==> src/rtl/ascon128_aead_ctrl_if.sv <==
// Bundle of the host-side streaming signals and the permutation-unit
// handshake for the Ascon-128 AEAD controller.
// The slave modport is the controller's view; the master modport is the
// surrounding encrypt top level / permutation core.
// Optional macro ASCON_DECRYPT_EN adds the decrypt mode select.
interface ascon128_aead_ctrl_if;
    logic         start;
    logic         has_ad;
    logic [127:0] key;
    logic [127:0] nonce;
`ifdef ASCON_DECRYPT_EN
    logic         decrypt;
`endif
    logic         ad_valid;
    logic         ad_ready;
    logic [63:0]  ad_data;
    logic         ad_last;
    logic         pt_valid;
    logic         pt_ready;
    logic [63:0]  pt_data;
    logic         pt_last;
    logic         ct_valid;
    logic         ct_ready;
    logic [63:0]  ct_data;
    logic [127:0] tag;
    logic         tag_valid;
    logic         busy;
    logic         perm_start;
    logic [3:0]   perm_rounds;
    logic [319:0] perm_state_in;
    logic [319:0] perm_state_out;
    logic         perm_done;

    modport slave (
        input  start, has_ad, key, nonce,
`ifdef ASCON_DECRYPT_EN
        input  decrypt,
`endif
        input  ad_valid, ad_data, ad_last,
        input  pt_valid, pt_data, pt_last,
        input  ct_ready, perm_state_out, perm_done,
        output ad_ready, pt_ready, ct_valid, ct_data,
        output tag, tag_valid, busy,
        output perm_start, perm_rounds, perm_state_in
    );

    modport master (
        output start, has_ad, key, nonce,
`ifdef ASCON_DECRYPT_EN
        output decrypt,
`endif
        output ad_valid, ad_data, ad_last,
        output pt_valid, pt_data, pt_last,
        output ct_ready, perm_state_out, perm_done,
        input  ad_ready, pt_ready, ct_valid, ct_data,
        input  tag, tag_valid, busy,
        input  perm_start, perm_rounds, perm_state_in
    );
endinterface

==> src/rtl/ascon128_aead_ctrl.sv <==
// Ascon-128 AEAD sequencing controller. Owns the 320-bit state (x0..x4,
// x0 in the top 64 bits), applies all IV/key/data/domain XORs and drives an
// external round-permutation unit through a start/done handshake.
// Optional macro ASCON_DECRYPT_EN: adds decrypt mode (io.decrypt, sampled
// with start). In decrypt mode pt_data carries ciphertext, ct_data returns
// x0 ^ pt_data and x0 is replaced by pt_data.
module ascon128_aead_ctrl #(
    parameter logic [3:0]  ROUNDS_A = 4'd12,
    parameter logic [3:0]  ROUNDS_B = 4'd6,
    parameter logic [63:0] IV       = 64'h80400c0600000000
) (
    input  logic                 CLK,
    input  logic                 RST,
    ascon128_aead_ctrl_if.slave  io
);
    typedef enum logic [3:0] {
        IDLE    = 4'd0,
        INIT    = 4'd1,
        AD_WAIT = 4'd2,
        AD_PERM = 4'd3,
        DSEP    = 4'd4,
        PT_WAIT = 4'd5,
        PT_PERM = 4'd6,
        FIN     = 4'd7,
        DONE    = 4'd8
    } state_t;

    state_t        state_r, state_s;
    logic [319:0]  s_r, s_s;
    logic [127:0]  key_r, key_s;
    logic          has_ad_r, has_ad_s;
    logic          ad_last_r, ad_last_s;
    logic          ad_ready_r, ad_ready_s;
    logic          pt_ready_r, pt_ready_s;
    logic          ct_valid_r, ct_valid_s;
    logic [63:0]   ct_data_r, ct_data_s;
    logic [127:0]  tag_r, tag_s;
    logic          tag_valid_r, tag_valid_s;
    logic          busy_r, busy_s;
    logic          perm_start_r, perm_start_s;
    logic [3:0]    perm_rounds_r, perm_rounds_s;
`ifdef ASCON_DECRYPT_EN
    logic          decrypt_r, decrypt_s;
`endif

    logic [63:0]   x0_s;
    logic [63:0]   xored_s;
    logic [63:0]   new_x0_s;
    logic          perm_ack_s;

    assign x0_s    = s_r[319:256];
    // ct_data is x0 ^ input in both directions; only the state update differs
    assign xored_s = x0_s ^ io.pt_data;
`ifdef ASCON_DECRYPT_EN
    assign new_x0_s = decrypt_r ? io.pt_data : xored_s;
`else
    assign new_x0_s = xored_s;
`endif
    // a done pulse in the same cycle as our own request cannot belong to it
    assign perm_ack_s = io.perm_done & ~perm_start_r;

    assign io.ad_ready      = ad_ready_r;
    assign io.pt_ready      = pt_ready_r;
    assign io.ct_valid      = ct_valid_r;
    assign io.ct_data       = ct_data_r;
    assign io.tag           = tag_r;
    assign io.tag_valid     = tag_valid_r;
    assign io.busy          = busy_r;
    assign io.perm_start    = perm_start_r;
    assign io.perm_rounds   = perm_rounds_r;
    assign io.perm_state_in = s_r;

    // Next-state and next-register computation for the sequencing FSM
    always_comb begin
        state_s       = state_r;
        s_s           = s_r;
        key_s         = key_r;
        has_ad_s      = has_ad_r;
        ad_last_s     = ad_last_r;
        ad_ready_s    = ad_ready_r;
        pt_ready_s    = pt_ready_r;
        ct_data_s     = ct_data_r;
        tag_s         = tag_r;
        tag_valid_s   = tag_valid_r;
        busy_s        = busy_r;
        perm_start_s  = 1'b0;
        perm_rounds_s = perm_rounds_r;
`ifdef ASCON_DECRYPT_EN
        decrypt_s     = decrypt_r;
`endif
        // a pending ciphertext beat retires independently of the FSM
        if (ct_valid_r && io.ct_ready) begin
            ct_valid_s = 1'b0;
        end else begin
            ct_valid_s = ct_valid_r;
        end

        case (state_r)
            IDLE, DONE: begin
                if (io.start) begin
                    s_s           = {IV, io.key, io.nonce};
                    key_s         = io.key;
                    has_ad_s      = io.has_ad;
`ifdef ASCON_DECRYPT_EN
                    decrypt_s     = io.decrypt;
`endif
                    tag_valid_s   = 1'b0;
                    busy_s        = 1'b1;
                    perm_start_s  = 1'b1;
                    perm_rounds_s = ROUNDS_A;
                    state_s       = INIT;
                end else begin
                    state_s = state_r;
                end
            end
            INIT: begin
                if (perm_ack_s) begin
                    s_s = io.perm_state_out ^ {192'd0, key_r};
                    if (has_ad_r) begin
                        ad_ready_s = 1'b1;
                        state_s    = AD_WAIT;
                    end else begin
                        state_s = DSEP;
                    end
                end else begin
                    state_s = INIT;
                end
            end
            AD_WAIT: begin
                if (io.ad_valid && ad_ready_r) begin
                    s_s[319:256]  = x0_s ^ io.ad_data;
                    ad_last_s     = io.ad_last;
                    ad_ready_s    = 1'b0;
                    perm_start_s  = 1'b1;
                    perm_rounds_s = ROUNDS_B;
                    state_s       = AD_PERM;
                end else begin
                    ad_ready_s = ad_ready_r;
                end
            end
            AD_PERM: begin
                if (perm_ack_s) begin
                    s_s = io.perm_state_out;
                    if (ad_last_r) begin
                        state_s = DSEP;
                    end else begin
                        ad_ready_s = 1'b1;
                        state_s    = AD_WAIT;
                    end
                end else begin
                    state_s = AD_PERM;
                end
            end
            DSEP: begin
                s_s[0]     = ~s_r[0];
                pt_ready_s = ~ct_valid_s;
                state_s    = PT_WAIT;
            end
            PT_WAIT: begin
                if (io.pt_valid && pt_ready_r) begin
                    s_s[319:256] = new_x0_s;
                    ct_data_s    = xored_s;
                    ct_valid_s   = 1'b1;
                    pt_ready_s   = 1'b0;
                    perm_start_s = 1'b1;
                    if (io.pt_last) begin
                        // finalization key XOR is folded into the last transfer
                        // so the permutation sees it on its request cycle
                        s_s[255:128]  = s_r[255:128] ^ key_r;
                        perm_rounds_s = ROUNDS_A;
                        state_s       = FIN;
                    end else begin
                        perm_rounds_s = ROUNDS_B;
                        state_s       = PT_PERM;
                    end
                end else begin
                    pt_ready_s = ~ct_valid_s;
                end
            end
            PT_PERM: begin
                if (perm_ack_s) begin
                    s_s        = io.perm_state_out;
                    pt_ready_s = ~ct_valid_s;
                    state_s    = PT_WAIT;
                end else begin
                    state_s = PT_PERM;
                end
            end
            FIN: begin
                if (perm_ack_s) begin
                    s_s         = io.perm_state_out;
                    tag_s       = io.perm_state_out[127:0] ^ key_r;
                    tag_valid_s = 1'b1;
                    busy_s      = 1'b0;
                    state_s     = DONE;
                end else begin
                    state_s = FIN;
                end
            end
            default: begin
                state_s = IDLE;
            end
        endcase
    end

    // State, datapath and output registers with asynchronous clear
    always_ff @(posedge CLK or negedge RST) begin
        if (!RST) begin
            state_r       <= IDLE;
            s_r           <= 320'd0;
            key_r         <= 128'd0;
            has_ad_r      <= 1'b0;
            ad_last_r     <= 1'b0;
            ad_ready_r    <= 1'b0;
            pt_ready_r    <= 1'b0;
            ct_valid_r    <= 1'b0;
            ct_data_r     <= 64'd0;
            tag_r         <= 128'd0;
            tag_valid_r   <= 1'b0;
            busy_r        <= 1'b0;
            perm_start_r  <= 1'b0;
            perm_rounds_r <= 4'd0;
`ifdef ASCON_DECRYPT_EN
            decrypt_r     <= 1'b0;
`endif
        end else begin
            state_r       <= state_s;
            s_r           <= s_s;
            key_r         <= key_s;
            has_ad_r      <= has_ad_s;
            ad_last_r     <= ad_last_s;
            ad_ready_r    <= ad_ready_s;
            pt_ready_r    <= pt_ready_s;
            ct_valid_r    <= ct_valid_s;
            ct_data_r     <= ct_data_s;
            tag_r         <= tag_s;
            tag_valid_r   <= tag_valid_s;
            busy_r        <= busy_s;
            perm_start_r  <= perm_start_s;
            perm_rounds_r <= perm_rounds_s;
`ifdef ASCON_DECRYPT_EN
            decrypt_r     <= decrypt_s;
`endif
        end
    end
endmodule

==> src/flat_wrapper.sv <==
// flat-port wrapper written by rule: the top's interface ports become plain ports
module ascon128_aead_ctrl_flat 
#(
    parameter logic [3:0]  ROUNDS_A = 4'd12,
    parameter logic [3:0]  ROUNDS_B = 4'd6,
    parameter logic [63:0] IV       = 64'h80400c0600000000
)
  (CLK, RST, io_start, io_has_ad, io_key, io_nonce, io_ad_valid, io_ad_data, io_ad_last, io_pt_valid, io_pt_data, io_pt_last, io_ct_ready, io_perm_state_out, io_perm_done, io_ad_ready, io_pt_ready, io_ct_valid, io_ct_data, io_tag, io_tag_valid, io_busy, io_perm_start, io_perm_rounds, io_perm_state_in);
  ascon128_aead_ctrl_if io_i ();
  input  logic CLK;
  input  logic RST;
  input wire logic [$bits(io_i.start)-1:0] io_start;
  input wire logic [$bits(io_i.has_ad)-1:0] io_has_ad;
  input wire logic [$bits(io_i.key)-1:0] io_key;
  input wire logic [$bits(io_i.nonce)-1:0] io_nonce;
  input wire logic [$bits(io_i.ad_valid)-1:0] io_ad_valid;
  input wire logic [$bits(io_i.ad_data)-1:0] io_ad_data;
  input wire logic [$bits(io_i.ad_last)-1:0] io_ad_last;
  input wire logic [$bits(io_i.pt_valid)-1:0] io_pt_valid;
  input wire logic [$bits(io_i.pt_data)-1:0] io_pt_data;
  input wire logic [$bits(io_i.pt_last)-1:0] io_pt_last;
  input wire logic [$bits(io_i.ct_ready)-1:0] io_ct_ready;
  input wire logic [$bits(io_i.perm_state_out)-1:0] io_perm_state_out;
  input wire logic [$bits(io_i.perm_done)-1:0] io_perm_done;
  output wire logic [$bits(io_i.ad_ready)-1:0] io_ad_ready;
  output wire logic [$bits(io_i.pt_ready)-1:0] io_pt_ready;
  output wire logic [$bits(io_i.ct_valid)-1:0] io_ct_valid;
  output wire logic [$bits(io_i.ct_data)-1:0] io_ct_data;
  output wire logic [$bits(io_i.tag)-1:0] io_tag;
  output wire logic [$bits(io_i.tag_valid)-1:0] io_tag_valid;
  output wire logic [$bits(io_i.busy)-1:0] io_busy;
  output wire logic [$bits(io_i.perm_start)-1:0] io_perm_start;
  output wire logic [$bits(io_i.perm_rounds)-1:0] io_perm_rounds;
  output wire logic [$bits(io_i.perm_state_in)-1:0] io_perm_state_in;
  assign io_i.start = io_start;
  assign io_i.has_ad = io_has_ad;
  assign io_i.key = io_key;
  assign io_i.nonce = io_nonce;
  assign io_i.ad_valid = io_ad_valid;
  assign io_i.ad_data = io_ad_data;
  assign io_i.ad_last = io_ad_last;
  assign io_i.pt_valid = io_pt_valid;
  assign io_i.pt_data = io_pt_data;
  assign io_i.pt_last = io_pt_last;
  assign io_i.ct_ready = io_ct_ready;
  assign io_i.perm_state_out = io_perm_state_out;
  assign io_i.perm_done = io_perm_done;
  assign io_ad_ready = io_i.ad_ready;
  assign io_pt_ready = io_i.pt_ready;
  assign io_ct_valid = io_i.ct_valid;
  assign io_ct_data = io_i.ct_data;
  assign io_tag = io_i.tag;
  assign io_tag_valid = io_i.tag_valid;
  assign io_busy = io_i.busy;
  assign io_perm_start = io_i.perm_start;
  assign io_perm_rounds = io_i.perm_rounds;
  assign io_perm_state_in = io_i.perm_state_in;
  ascon128_aead_ctrl #(.ROUNDS_A(ROUNDS_A), .ROUNDS_B(ROUNDS_B), .IV(IV)) u_core (.CLK(CLK), .RST(RST), .io(io_i));
endmodule
==> config.mk <==
export PLATFORM = sky130hd
export DESIGN_NAME = ascon128_aead_ctrl_flat
export DESIGN_NICKNAME = d
export VERILOG_FILES = /design/src/rtl/ascon128_aead_ctrl_if.sv /design/src/rtl/ascon128_aead_ctrl.sv /design/src/flat_wrapper.sv
export SDC_FILE = /design/constraint.sdc
export NUM_CORES = 2
export LEC_CHECK = 0
export CORE_AREA = 2 2 477 479
export DETAILED_ROUTE_END_ITERATION = 8
export DIE_AREA = 0 0 479 481
export DONT_BUFFER_PORTS = 1
export GPL_TIMING_DRIVEN = 0
export PLACE_DENSITY_LB_ADDON = 0.25
export RECOVER_POWER = 100
export SYNTH_ARGS = -nofsm -noshare
export SYNTH_HDL_FRONTEND = slang
export SYNTH_SLANG_ARGS = --single-unit
==> constraint.sdc <==
create_clock -name CLK -period 5.7 [get_ports CLK]
set_clock_uncertainty 0.2 [all_clocks]
set_input_delay 0.57 -clock CLK [delete_from_list [all_inputs] [get_ports CLK]]
set_output_delay 0.57 -clock CLK [all_outputs]
set_load 0.03 [all_outputs]
==> results.yml <==
floorplan:
  ios: 1236
  design.die.area_um2: 230000
  rows: 175
  die_w_um: 479
  chipHeight_um: 481
  core_um2: 226000
  effective_utilization_at_floorplan: 0.147
final_layout:
  syn2layout_area_growth_pct: 44.4
  utilization: 0.213
  final_layout_size_suffix_gt1_frac: 0.0753
  finalNonFillerCells: 7484
  leading_cell_type_in_the_layout_fill_and_taps_excluded: "dlygate4sd3_1"
  nNetsFinal: 5025
  design_area_um2: 48000
  layout.cells.most_common_list: "dlygate4sd3_1, dfrtp_1, nor2_1"
worst_setup_path:
  rr_endpoint: "u_core.key_r[14]"
  reg2regPathDepth: 9
  rr_startpoint: "u_core.state_r[1]"
  worstPathRequired_ns: 6.14
  worst_ep_arrival_time_ns: 5.52
  worstSetupStartpoint: "u_core.state_r[1]"
  setup.worst_path.end: "u_core.key_r[14]"
  crit_path_max_fanout: 10
  critPathCaptureType: "register"
  element_type_at_the_critical_path_start: "register"
  reg_to_reg_setup_timing_slack_ns: 0.62
  worst-setup-path-type: "register to register"
synthesis:
  post_synth_num_cell_types: 43
  synth_sequential_area_ratio: 0.493
  post_synth_and_or_nand_nor_area_fraction: 0.140
  synth_enable_flop_cells: 0
  synthesized_area_fraction_occupied_by_ao_oa_aoi_and_oai_cells: 0.204
  ys.flop_type: "dfrtp_1"
  synth_nets: 4179
  post_synth_mux_area_share: 0.0453
  synth.ff_latch_count: 655
  synthXorXnorAreaFrac: 0.0843
  fraction_of_synthesis_flops_using_an_asynchronous_set_or_reset_pin: 1.00
  syn-instance-count: 3465
  netlist_area_um2: 33300
  yosys.area_share.adder: 0
  synth_area_leaders: "dfrtp_1, xnor2_1, a221o_1"
  synth_top_area_share: 0.493
  syn_avg_cell_area_um2: 9.60
  synth.largest_area_cell: "dfrtp_1"
  synth_top_family_by_area: "compound AO/OA/AOI/OAI gates"
  synth-warning-count: 0
grt:
  first_global_vias: 33300
  largest_net_degree_at_the_start_of_global_routing: 656
  grt_first_pass_wirelength_um: 318000
  gr-total-overflow: 0
  global_route.usage.total: 0.202
  number_of_antenna_violations_at_the_first_check_in_global_routing: 126
timing:
  timing_worst_slew_pin_value_ns: 1.96
  final.min_clock_period_ns: 5.08
  timing.slew.headroom: -0.309
  maximum_operating_frequency_mhz: 197
  rsz0062_at_grt: "false"
  final-setup-viol-count: 0
  setup_ws_ns: 0.623
  drv_slew: 388
  final.hold.worst_slack_ns: -0.635
  hold_viol_final: 655
  timing.final.crit_share: 0.891
  fin_setup_tns_ns: 0
route:
  vias: 33700
  drt-total-wl_um: 242000
  drt-wirelength-per-cell_um: 32.3
  first_pass_iters: 7
  drc: 0
  route.antenna.remaining_nets: 0
  detailedRoute.firstIterationViolations: 2780
  avgViaCountPerCell: 4.50
power:
  total_leakage_power_nw: 18.2
  ir_worst_vdd_mv: 0.301
  power.total_mw: 36.0
  power.density_nw_per_um2: 751
clock_network:
  postCtsSetupBuffers: 0
  clock_tree.root_cell: "clkbuf_16"
  count_of_instances_resized_after_the_clock_tree_is_built: 0
  clock_tree.htree_level_count: 3
  worstSkewPairLatency_ns: 0.72
  cts.sinks: 655
  cts_buffers: 90
  post_cts_hold_buffer_count: 740
  cts_tree: "done"
  clk_pin_slew_worst_paths_ns: 0.06
  max-clock-path-buffers: 3
placed_design:
  finalWeightedCongestion: 0.957
  placement.io_buffers: 0
  placed_area_um2: 37400
  post_place_worst_slack_ns: 1.46
  place.detailed.instances: 6488
  hpwl_um: 189000
run_status:
  violations: "negative hold slack, max-capacitance violations, max-slew violations"
  outcome: "finished, violations left"
worst_hold_path:
  hp-class: "input pin to async pin"
job:
  cap_viol_max_count: 2
## routing by layer
metal | share of wire | global-route usage | routed length, µm
met5 | 0.0011 | 0 | 258
met1 | 0.39 | 0.238 | 94600
met3 | 0.10 | 0.0760 | 24700
met2 | 0.45 | 0.320 | 110000
met4 | 0.052 | 0.102 | 12600
## cell usage after synthesis, types with 3 or more instances
library cell  count
a22oi_1          58
a221oi_1        127
buf_2            48
inv_1             5
mux2i_1           3
nor2_1          477
nor2b_1           4
dfrtp_1         655
a21oi_1         329
nand2_1         461
clkbuf_1        209
a32o_1            3
o21ai_0         208
nor3b_1         127
buf_1            12
o221ai_1         59
xnor2_1         320
a221o_1         188
a2111oi_0         5
mux2_2          131
nand3_1           6
## flip-flops by register name, summed over array words and instances (netlist names)
register                 flops
u_core.io.perm_state_in    320
u_core.ad_last_r             1
u_core.io.tag_valid          1
u_core.io.busy               1
u_core.key_r               128
u_core.has_ad_r              1
u_core.state_r               4
u_core.io.ct_valid           1
u_core.io.tag              128
u_core.io.ct_data           64
u_core.io.pt_ready           1
u_core.io.ad_ready           1
u_core.io.perm_start         1
u_core.io.perm_rounds        3
## how the worst min path moves through the flow
stage                                    to  slack (ns)  cells after the start
2_1_floorplan              u_core.ad_last_r        0.07                      0
3_3_place_gp   u_core.io.perm_state_in[306]        0.09                      0
3_5_place_dp   u_core.io.perm_state_in[306]        0.09                      0
4_1_cts        u_core.io.perm_state_in[306]       -0.75                      0
5_1_grt        u_core.io.perm_state_in[306]       -0.71                      0
6_report       u_core.io.perm_state_in[306]       -0.64                      0
## logic make-up after synthesis
family,after synthesis
simple gates,1091
compound gates,988
flops,655
xor+xnor,320
buf+inv,276
mux,134
other cells,1
## worst max-delay path, cell delays in order (launching register included)
cell	delay, ns
dfrtp_1	0.45
clkbuf_1	0.29
nor3_1	0.36
and2_0	0.17
clkbuf_1	0.84
clkbuf_1	0.15
clkbuf_1	1.37
clkbuf_1	0.86
nand2_1	0.12
nand2_1	0.10
## power breakdown
part | switching, mW | internal [mW]
Combinational | 8.67 | 6.46
Sequential | 7.79 | 6.98
Clock | 2.49 | 3.66
## layout make-up
type                       instances  area, µm²
tap                             3009       3760
clock buffer                     127       2630
sequential                       655      16400
timing repair buffer             754       7660
inverter                           6       22.5
multi-input combinational       2534      15800
fill                           24900     178000
buffer                           270       1060
clock inverter                    34        495
antenna                           95        238
No activity file was read; power rests on OpenSTA's default activity.
